[config.mk]
export PLATFORM = sky130hd
export DESIGN_NAME = rf_write_sequencer
export DESIGN_NICKNAME = d
export VERILOG_FILES = /design/src/rtl/rf_write_sequencer.sv
export SDC_FILE = /design/constraint.sdc
export NUM_CORES = 1
export LEC_CHECK = 0
export ABC_CLOCK_PERIOD_IN_PS = 1900
export CORE_MARGIN = 8
export CORE_UTILIZATION = 30
export DETAILED_ROUTE_END_ITERATION = 10
export GPL_TIMING_DRIVEN = 0
export PLACE_DENSITY_LB_ADDON = 0.12
export SLEW_MARGIN = 20
export SYNTH_ARGS = -nofsm -noshare
export SYNTH_HDL_FRONTEND = slang
export SYNTH_SLANG_ARGS = --single-unit
[constraint.sdc]
create_clock -name i_clk -period 1.9 [get_ports i_clk]
set_clock_uncertainty 0.2 [all_clocks]
set_input_delay 0.19 -clock i_clk [delete_from_list [all_inputs] [get_ports i_clk]]
set_output_delay 0.19 -clock i_clk [all_outputs]
set_load 0.1 [all_outputs]
[src/rtl/rf_write_sequencer.sv]
// Owns the register-file write port: clears registers 1..N-1 after reset, then
// round-robin arbitrates the ALU (A) and load (B) writeback requesters onto it.
//
// state   | meaning
// S_CLEAR | post-reset sweep writing zero to registers 1..2^NAME_BITS-1
// S_ARB   | round-robin arbitration of A/B onto the write port
module rf_write_sequencer #(
  parameter int REG_WIDTH = 32,
  parameter int NAME_BITS = 5
) (
  input  logic                 i_clk,
  input  logic                 i_rst,
  input  logic                 i_a_valid,
  output logic                 o_a_ready,
  input  logic [NAME_BITS-1:0] i_a_ws,
  input  logic [REG_WIDTH-1:0] i_a_wd,
  input  logic                 i_b_valid,
  output logic                 o_b_ready,
  input  logic [NAME_BITS-1:0] i_b_ws,
  input  logic [REG_WIDTH-1:0] i_b_wd,
  output logic                 o_rf_we,
  output logic [NAME_BITS-1:0] o_rf_ws,
  output logic [REG_WIDTH-1:0] o_rf_wd,
  output logic                 o_clear_busy,
  output logic                 o_last_grant
);

  typedef enum logic {S_CLEAR, S_ARB} state_t;

  localparam logic [NAME_BITS-1:0] LAST_REG = '1;

  state_t               r_state;
  logic [NAME_BITS-1:0] r_cnt;
  logic                 r_rf_we;
  logic [NAME_BITS-1:0] r_rf_ws;
  logic [REG_WIDTH-1:0] r_rf_wd;
  logic                 r_clear_busy;
  logic                 r_last_grant;

  logic w_in_arb;
  logic w_a_hs;
  logic w_b_hs;

  // Ties go to whichever requester was not granted most recently.
  assign w_in_arb  = (r_state == S_ARB);
  assign o_a_ready = w_in_arb & i_a_valid & (~i_b_valid | r_last_grant);
  assign o_b_ready = w_in_arb & i_b_valid & (~i_a_valid | ~r_last_grant);
  assign w_a_hs    = i_a_valid & o_a_ready;
  assign w_b_hs    = i_b_valid & o_b_ready;

  always_ff @(posedge i_clk) begin
    if (i_rst) begin
      r_state      <= S_CLEAR;
      r_cnt        <= {{(NAME_BITS-1){1'b0}}, 1'b1};
      r_rf_we      <= 1'b0;
      r_rf_ws      <= '0;
      r_rf_wd      <= '0;
      r_clear_busy <= 1'b1;
      r_last_grant <= 1'b1;
    end else begin
      case (r_state)
        S_CLEAR: begin
          r_rf_we <= 1'b1;
          r_rf_ws <= r_cnt;
          r_rf_wd <= '0;
          r_cnt   <= r_cnt + 1'b1;
          if (r_cnt == LAST_REG) begin
            r_state      <= S_ARB;
            r_clear_busy <= 1'b0;
          end
        end
        S_ARB: begin
          // Register 0 is hardwired; its writes complete the handshake but never reach the file.
          if (w_a_hs) begin
            r_rf_we      <= |i_a_ws;
            r_rf_ws      <= i_a_ws;
            r_rf_wd      <= i_a_wd;
            r_last_grant <= 1'b0;
          end else if (w_b_hs) begin
            r_rf_we      <= |i_b_ws;
            r_rf_ws      <= i_b_ws;
            r_rf_wd      <= i_b_wd;
            r_last_grant <= 1'b1;
          end else begin
            r_rf_we <= 1'b0;
          end
        end
        default: r_state <= S_CLEAR;
      endcase
    end
  end

  assign o_rf_we      = r_rf_we;
  assign o_rf_ws      = r_rf_ws;
  assign o_rf_wd      = r_rf_wd;
  assign o_clear_busy = r_clear_busy;
  assign o_last_grant = r_last_grant;

endmodule

Yosys cells after proc, flatten, opt, wreduce, memory -nomap -nowiden
Cells that the tools add are included.
{ "word_totals": {"reg_bits": 46, "inputBits": 78, "output_inout_bits": 42, "word_cells": 40} }
{ "op_classes": {"add_sub_neg": 1, "eq_ne": 2, "n_mux": 13, "bitwise": 12, "reduce_logical": 5} }
{ "op_table": {"columns": ["cell", "count"], "rows": [
  ["$mux 32", 2],
  ["$pmux 32 s2", 1],
  ["$mux 5", 2],
  ["$pmux 5 s2", 1],
  ["$reduce_or 5->1", 2],
  ["$and 1x1->1", 6],
  ["$mux 1", 6],
  ["$add 5x1->5 const B", 1],
  ["$eq 5x5->1 const B", 1],
  ["$not 1->1", 4],
  ["$reduce_and 2->1", 2],
  ["$ne 3x1->1 const B", 1],
  ["$or 1x1->1", 2],
  ["$pmux 1 s2", 1],
  ["$reduce_bool 2->1", 1]
]} }

Longest topological paths before layout
{ "logic_depth": {"ltp_word": 7, "mapped_depth": 6, "ltp_nobuf": 5} }

Least setup slack after synthesis
OpenSTA, ideal clock, no wires.
{ "synth_timing": {"kind": "flip-flop to output port", "from": "register r_last_grant, in the netlist o_last_grant", "to": "output port o_a_ready", "arrival_time_ns": 2.401, "t_required_ns": 1.510, "path_slack_ns": -0.891, "stages_incl_launch_ff": 6, "n_path_buf": 2, "path_cell_list": "dfxtp_1 > inv_1 > a21boi_2 > buf_4 > buf_4 > and2_1"} }
{ "synth_between": {"elab_chain_len": 2} }
{ "synth_lines": {"columns": ["element", "line_no", "source"], "rows": [
  ["from (decl)", "38", "logic r_last_grant;"],
  ["from (signal assigned)", "59", "r_last_grant <= 1'b1;"],
  ["from (signal assigned)", "78", "r_last_grant <= 1'b0;"],
  ["from (signal assigned)", "83", "r_last_grant <= 1'b1;"],
  ["$or 1x1->1", "46", "assign o_a_ready = w_in_arb & i_a_valid & (~i_b_valid | r_last_grant);"],
  ["$and 1x1->1", "46", null],
  ["to (decl)", "14", "output logic o_a_ready,"]
]} }
No other way between the ends.

Worst setup path after layout
{ "layout_timing": {"from": "register r_rf_wd[20], in the netlist o_rf_wd[20]", "to": "output port o_rf_wd[20]"} }
{ "layout_rtl": {"columns": ["element", "line_no", "source"], "rows": [
  ["from (decl)", "36", "logic [REG_WIDTH-1:0] r_rf_wd;"],
  ["from (signal assigned)", "77", "r_rf_wd <= i_a_wd;"],
  ["from (signal assigned)", "82", "r_rf_wd <= i_b_wd;"],
  ["to (decl)", "23", "output logic [REG_WIDTH-1:0] o_rf_wd,"]
]} }
No word-level cell between the ends.

==> impl_metrics.env <==
export IMPL_finalCriticalPeriod_ns=1.87
export IMPL_met2_wirelength_microns=3120
export IMPL_netlist_area_sq_mm=0.00190
export IMPL_met3RoutedLength_microns=510
export IMPL_via_count_of_the_first_global_routing_pass=2063
export IMPL_drt_antenna_violating_nets=0
export IMPL_worstSetupPathType="reg2out"
export IMPL_path_delay_family="buffers and inverters"
export IMPL_min_delay_worst_endpoint="o_rf_wd[30]$_SDFFE_PP0P_"
export IMPL_gr_usage_all_layers=0.139
export IMPL_share_of_the_clock_period_used_by_the_worst_path=0.984
export IMPL_multiInputGateArea_sq_um=891
export IMPL_hold_path_cell_count=2
export IMPL_clk_latency_worst_skew_pair_ns=0.29
export IMPL_fill_cells=621
export IMPL_max_clock_freq_mhz=535
export IMPL_seq_area_sq_um=922
export IMPL_worst_setup_path_end_kind="primary output"
export IMPL_setup_viol_count_final=0
export IMPL_top_layer_used="met4"
export IMPL_antenna_found_initial=0
export IMPL_cts_reportedPaths_clkPinSlew_ns=0.08
export IMPL_worst_endpoint_required_ns=1.51
export IMPL_postCtsHoldBufs=0
export IMPL_drive_gt1_frac=0.133
export IMPL_core_region_area_sq_mm=0.00624
export IMPL_slew_headroom=0.339
export IMPL_first_pass_grt_wire_length_microns=10100
export IMPL_synth_yosys_seq_area_share=0.484
export IMPL_antenna_diode_instance_count=0
export IMPL_clock_path_buffers=2
export IMPL_syn2layout_area_growth_pct=72.0
export IMPL_final_hold_worst_slack_ns=0.248
export IMPL_remaining_drc_errors=0
export IMPL_io_pins=120
export IMPL_routed_wl_microns=6510
export IMPL_num_vias=2031
export IMPL_maxCapViolCount=0
export IMPL_grt_total_ovfl=0
export IMPL_critPathBufInv=1
export IMPL_post_synth_inst_count=216
export IMPL_post_synth_num_cell_types=32
export IMPL_final_max_slew_viol_count=0
export IMPL_class_of_the_tightest_hold_or_removal_check="reg2reg"
export IMPL_timing_critical_path_arrival_ns=1.48
export IMPL_setup_total_negative_slack_ns=0
export IMPL_cts_tree="yes"
export IMPL_avg_wl_per_cell_microns=15.4
export IMPL_buffer_ports_inserted=119
export IMPL_cts_htree_levels=2
export IMPL_reg_to_reg_endpoint="o_rf_ws[0]$_SDFFE_PP0P_"
export IMPL_tightest_slew_ns=0.995
export IMPL_run_status="finished, final reports clean"
export IMPL_worst_r2r_cell_count=6
export IMPL_worst_ir_drop_vdd_mv=0.294
export IMPL_regToRegSetupSlack_ns=0.26
export IMPL_per_instance_average_area_after_synthesis_sq_um=8.81
export IMPL_drt_vias_per_instance=4.80
export IMPL_die_x_microns=95.6
export IMPL_root_buffer="clkbuf_8"
export IMPL_detailed_routing_iteration_count_for_the_pre_antenna_repair_pass=4
export IMPL_most_frequent_cells_in_the_layout="clkdlybuf4s50_1, dfxtp_1, nand2_1"
export IMPL_globalplace_congestion=0.749
export IMPL_crit_path_max_fanout=2
export IMPL_pwr_density_cell_mw_per_mm2=617
export IMPL_cts_num_sinks=46
export IMPL_start_util=0.305
export IMPL_pin_count_of_the_biggest_net_entering_global_routing=14
export IMPL_crit_path_start="o_rf_wd[20]$_SDFFE_PP0P_"
export IMPL_hold_path_startpoint="o_rf_wd[30]$_SDFFE_PP0P_"
export IMPL_violation_count_after_the_first_detailed_route_iteration=60
export IMPL_postSynthNetCount=296
export IMPL_ys_seq_elements=46
export IMPL_finalHoldViolCount=0
export IMPL_critical_path_reg2reg_startpoint="o_last_grant$_SDFFE_PP1P_"
export IMPL_cpMaxStageDelayCell="clkdlybuf4s15_1"
export IMPL_cp_cell_sequence="clkdlybuf4s15_1"
export IMPL_cts_buffers=5
export IMPL_p_leak_nw=1.28
export IMPL_synthesis_warning_total=0
export IMPL_final_nets=425
export IMPL_floorplan_rows=29
export IMPL_critical_path_start_type="flop"
export IMPL_cpPeakStageDelay_ns=0.84
export IMPL_detail_route_wirelength_met1_microns=2840
export IMPL_hpwlAfterDp_microns=5010
export IMPL_layout_commonest_cell="clkdlybuf4s50_1"
export IMPL_dieArea_sq_mm=0.00915
export IMPL_fp_dieH_microns=95.6
flip-flops by register name, summed over array words and instances, names as in the netlist:
| signal | cells |
|---|---|
| o_last_grant | 1 |
| o_rf_we | 1 |
| o_rf_wd | 32 |
| o_rf_ws | 5 |
| o_clear_busy | 1 |
| r_state | 1 |
| r_cnt | 5 |
metrics by stage:
stage                     cell area (sq um)  total power [mW]  worst slack [ns]  cells  utilization
after global routing                   3270              2.12          -0.00423    423        0.524
after floorplan                        1910              1.15            -0.247    216            -
after detailed placement               3190              1.36             -1.25    412        0.512
final                                  3270              2.02            0.0310    423        0.524
after CTS                              3280              2.05            -0.150    420        0.525
after global placement                 3190              1.36             -1.26    412        0.512
routing by layer:
| layer | vias to the layer above | track usage |
|---|---|---|
| li1 | 1036 | - |
| met2 | 65 | 0.237 |
| met4 | 0 | 0.0269 |
| met1 | 925 | 0.170 |
| met3 | 5 | 0.0425 |
| met5 | - | 0 |
cells by family after synthesis:
family          synth area share
compound gates             0.289
xor+xnor                 0.00921
fa+ha+maj                 0.0131
buf+inv                   0.0526
flops                      0.484
mux                       0.0105
simple gates               0.142
cells in the mapped netlist, drive strengths merged:
cell,number,share of area
a22oi,32,0.13
xor2,1,0.0046
nand2,38,0.075
a21o,2,0.0079
a2111oi,1,0.0046
nand4,1,0.0033
or4,2,0.0079
and3,1,0.0033
o21bai,1,0.0039
dfxtp,46,0.48
a311o,1,0.0053
a21boi,2,0.012
a221oi,4,0.018
nand2b,2,0.0066
nor2b,2,0.0066
xnor2,1,0.0046
and2,2,0.0066
inv,3,0.0059
nor3,2,0.0079
o21ai,34,0.089
nor2,11,0.022
or3,1,0.0033
buf,11,0.037
mux2i,2,0.011
a211oi,4,0.016
clkbuf,5,0.0099
ha,2,0.013
a21oi,2,0.0053
where the power goes:
part | internal, mW | total (mW) | switching (mW)
combinational | 0.200 | 0.345 | 0.145
sequential | 0.979 | 0.991 | 0.0126
clock | 0.368 | 0.683 | 0.315
timing repair:
| action | in CTS | in global routing |
|---|---|---|
| resized for setup | 68 | 45 |
| endpoints found under the setup margin | 42 | 62 |
| setup buffers | 0 | 4 |
| pin swaps | 0 | 1 |
worst max path at each step:
stage | end | slack, ns | depth (start not counted)
after floorplan | o_a_ready | -0.25 | 5
after global placement | o_a_ready | -1.26 | 6
after detailed placement | o_a_ready | -1.25 | 6
after CTS | o_a_ready | -0.15 | 6
after global routing | o_rf_wd[19]$_SDFFE_PP0P_ | -0.004 | 6
final | o_rf_wd[20] | 0.03 | 1
layout make-up:
| class | count | share of cell area |
|---|---|---|
| repair buffers | 123 | 0.353 |
| clock buffers | 8 | 0.0336 |
| inverters | 3 | 0.00344 |
| well taps | 77 | 0.0294 |
| plain buffers | 15 | 0.0264 |
| flip-flops and latches | 46 | 0.282 |
| multi-input cells | 151 | 0.272 |
(Power assumes the default switching activity.)
==> patch (config.mk and constraints unchanged) <==
Reset style: asynchronous (`i_rst`), changed in one clocked block.
--- a/src/rtl/rf_write_sequencer.sv
+++ b/src/rtl/rf_write_sequencer.sv
@@ -49,5 +49,5 @@
   assign w_b_hs    = i_b_valid & o_b_ready;
 
-  always_ff @(posedge i_clk) begin
+  always_ff @(posedge i_clk or posedge i_rst) begin
     if (i_rst) begin
       r_state      <= S_CLEAR;
Formal check against the unedited RTL: differs if i_rst is asserted again (counterexample within 4 cycles, from zero or initial values and one cycle with i_rst high); with i_rst held inactive, the same outputs for 10 cycles.
==> patch against the original RTL <==
  * The flow now finishes with violations (negative setup slack)
  * Routed wire length grew 37%
  * Worst hold slack lost 140 ps
  * First-iteration DRC count grew 25%
  * Register-to-register slack lost 110 ps
  * Count of clock-buffer cells in the layout shrank 1
  * Synthesized area grew 31%
  * Critical endpoint is now o_a_ready
  * Clock power grew 5.6%
  * Sequential cell count is the same
  * Setup slack lost 110 ps
  * Total power grew 64%
  * Combinational power grew to 4.3 times the old value
  * Design area grew 23%
==> patch: results <==
set metrics [dict create \
    use_met3_pct 5.39 \
    drtIter0Drc 75 \
    grt_pass1_vias 2678 \
    numCtsBuffers 5 \
    synth.top_cells.by_count "72 x nand3_1, 43 x dfrtp_1, 39 x nand2_1, 29 x o211ai_2, 19 x buf_2" \
    gp_congestion 0.753 \
    fillers 808 \
    track_usage_pct 15.2 \
    antenna_found_initial 0 \
    ys_async_sr_fraction_pct 100 \
    p_leak_nw 1.79 \
    setup_viol 1 \
    critPathTopFamily "flip-flops" \
    outcome "complete, but fails checks" \
    wl_per_cell_um 18.0 \
    cp_slowest_cell "dfstp_4" \
    dp_hpwl_mm 6.61 \
    p_sw_share_pct 43.0 \
    worst_slack_ps -82.1 \
    slowest_delay_ps 630 \
    syn-instance-count 254 \
    worst_ep_arrival_time_ps 1590 \
    synthesis.nets 334 \
    drive_gt1_share_pct 31.8 \
    violations "negative setup slack" \
    wl_met1_mm 4.04 \
    use_met2_pct 25.1 \
    ys_seq_area_share_pct 46.2 \
    n_antenna_cell 0 \
    route.met3.wl_um 722 \
    via_per_inst 4.92 \
    relSlewSlack_pct 36.4 \
    dpl.cell_count 479 \
    clkTransAtPathRegs_ps 90 \
    yosysUniqueCellTypes 29 \
    post_cts_buffers 0 \
    nets 472 \
    post_cts_resized 113 \
    vias 2450 \
    grt_pass1_wl_mm 14.1 \
    grt_max_degree 29 \
    crit_fanout 6 \
    use_met1_pct 18.9 \
    yosys-top-cells-area "dfrtp_1 43%, o211ai_2 14%, nand3_1 14%" \
    min_path_type "in2async" \
    dr_wl_met2_mm 4.14 \
    first_pass_iters 4 \
    largest_reg_flops 32 \
    vdd_ir_drop_max_mv 0.387 \
]
==> patch: area by class of cell <==
class                           count  area share, %
Inverter                            4          0.468
Sequential cell                    46           28.9
Tap cell                          105           3.28
Buffer                             25           4.34
Clock inverter                      1          0.749
Timing Repair Buffer              131           30.7
Multi-Input combinational cell    179           29.7
Clock buffer                        7           1.90
==> patch: metrics by stage <==
stage | area [um^2] | worst slack (ps) | setup TNS (ps) | total power, mW
after global placement | 3840 | -1040 | -32680 | 2.64
final | 4010 | -82.1 | -82.1 | 3.32
after CTS | 4020 | -214 | -214 | 3.36
after global routing | 4010 | -147 | -179 | 3.46
after detailed placement | 3870 | -1050 | -2380 | 2.65
after floorplan | 2520 | 21.1 | 0 | 2.18
==> patch: cells by family after synthesis <==
family / after synthesis / share of synthesized area [%]
AOI/OAI and AO/OA: 47 / 20.0
adders and majority gates: 2 / 1.00
muxes: 2 / 0.900
and+or+nand+nor: 125 / 24.1
xor gates and xnor gates: 3 / 1.05
buffers and inverters: 29 / 6.80
DFF: 46 / 46.2
==> patch: final timing paths <==
| check | start | slack (ps) | endpoint |
|---|---|---|---|
| max | o_last_grant | -80 | o_a_ready |
| min | i_rst | 110 | o_rf_wd[8] |
| max reg2reg | o_last_grant | 150 | o_rf_wd[3] |
| min reg2reg | o_clear_busy | 290 | o_clear_busy |
| max in group asynchronous | i_rst | 780 | o_clear_busy |
| min in group i_clk | i_b_valid | 170 | o_last_grant |
==> patch: power groups by stage <==
stage	combinational, mW	sequential, mW	clock, mW
floorplan	0.312	1.87	0
global placement	1.49	1.15	0
detailed placement	1.50	1.15	0
CTS	1.48	1.13	0.750
global route	1.53	1.15	0.783
finish	1.47	1.13	0.721
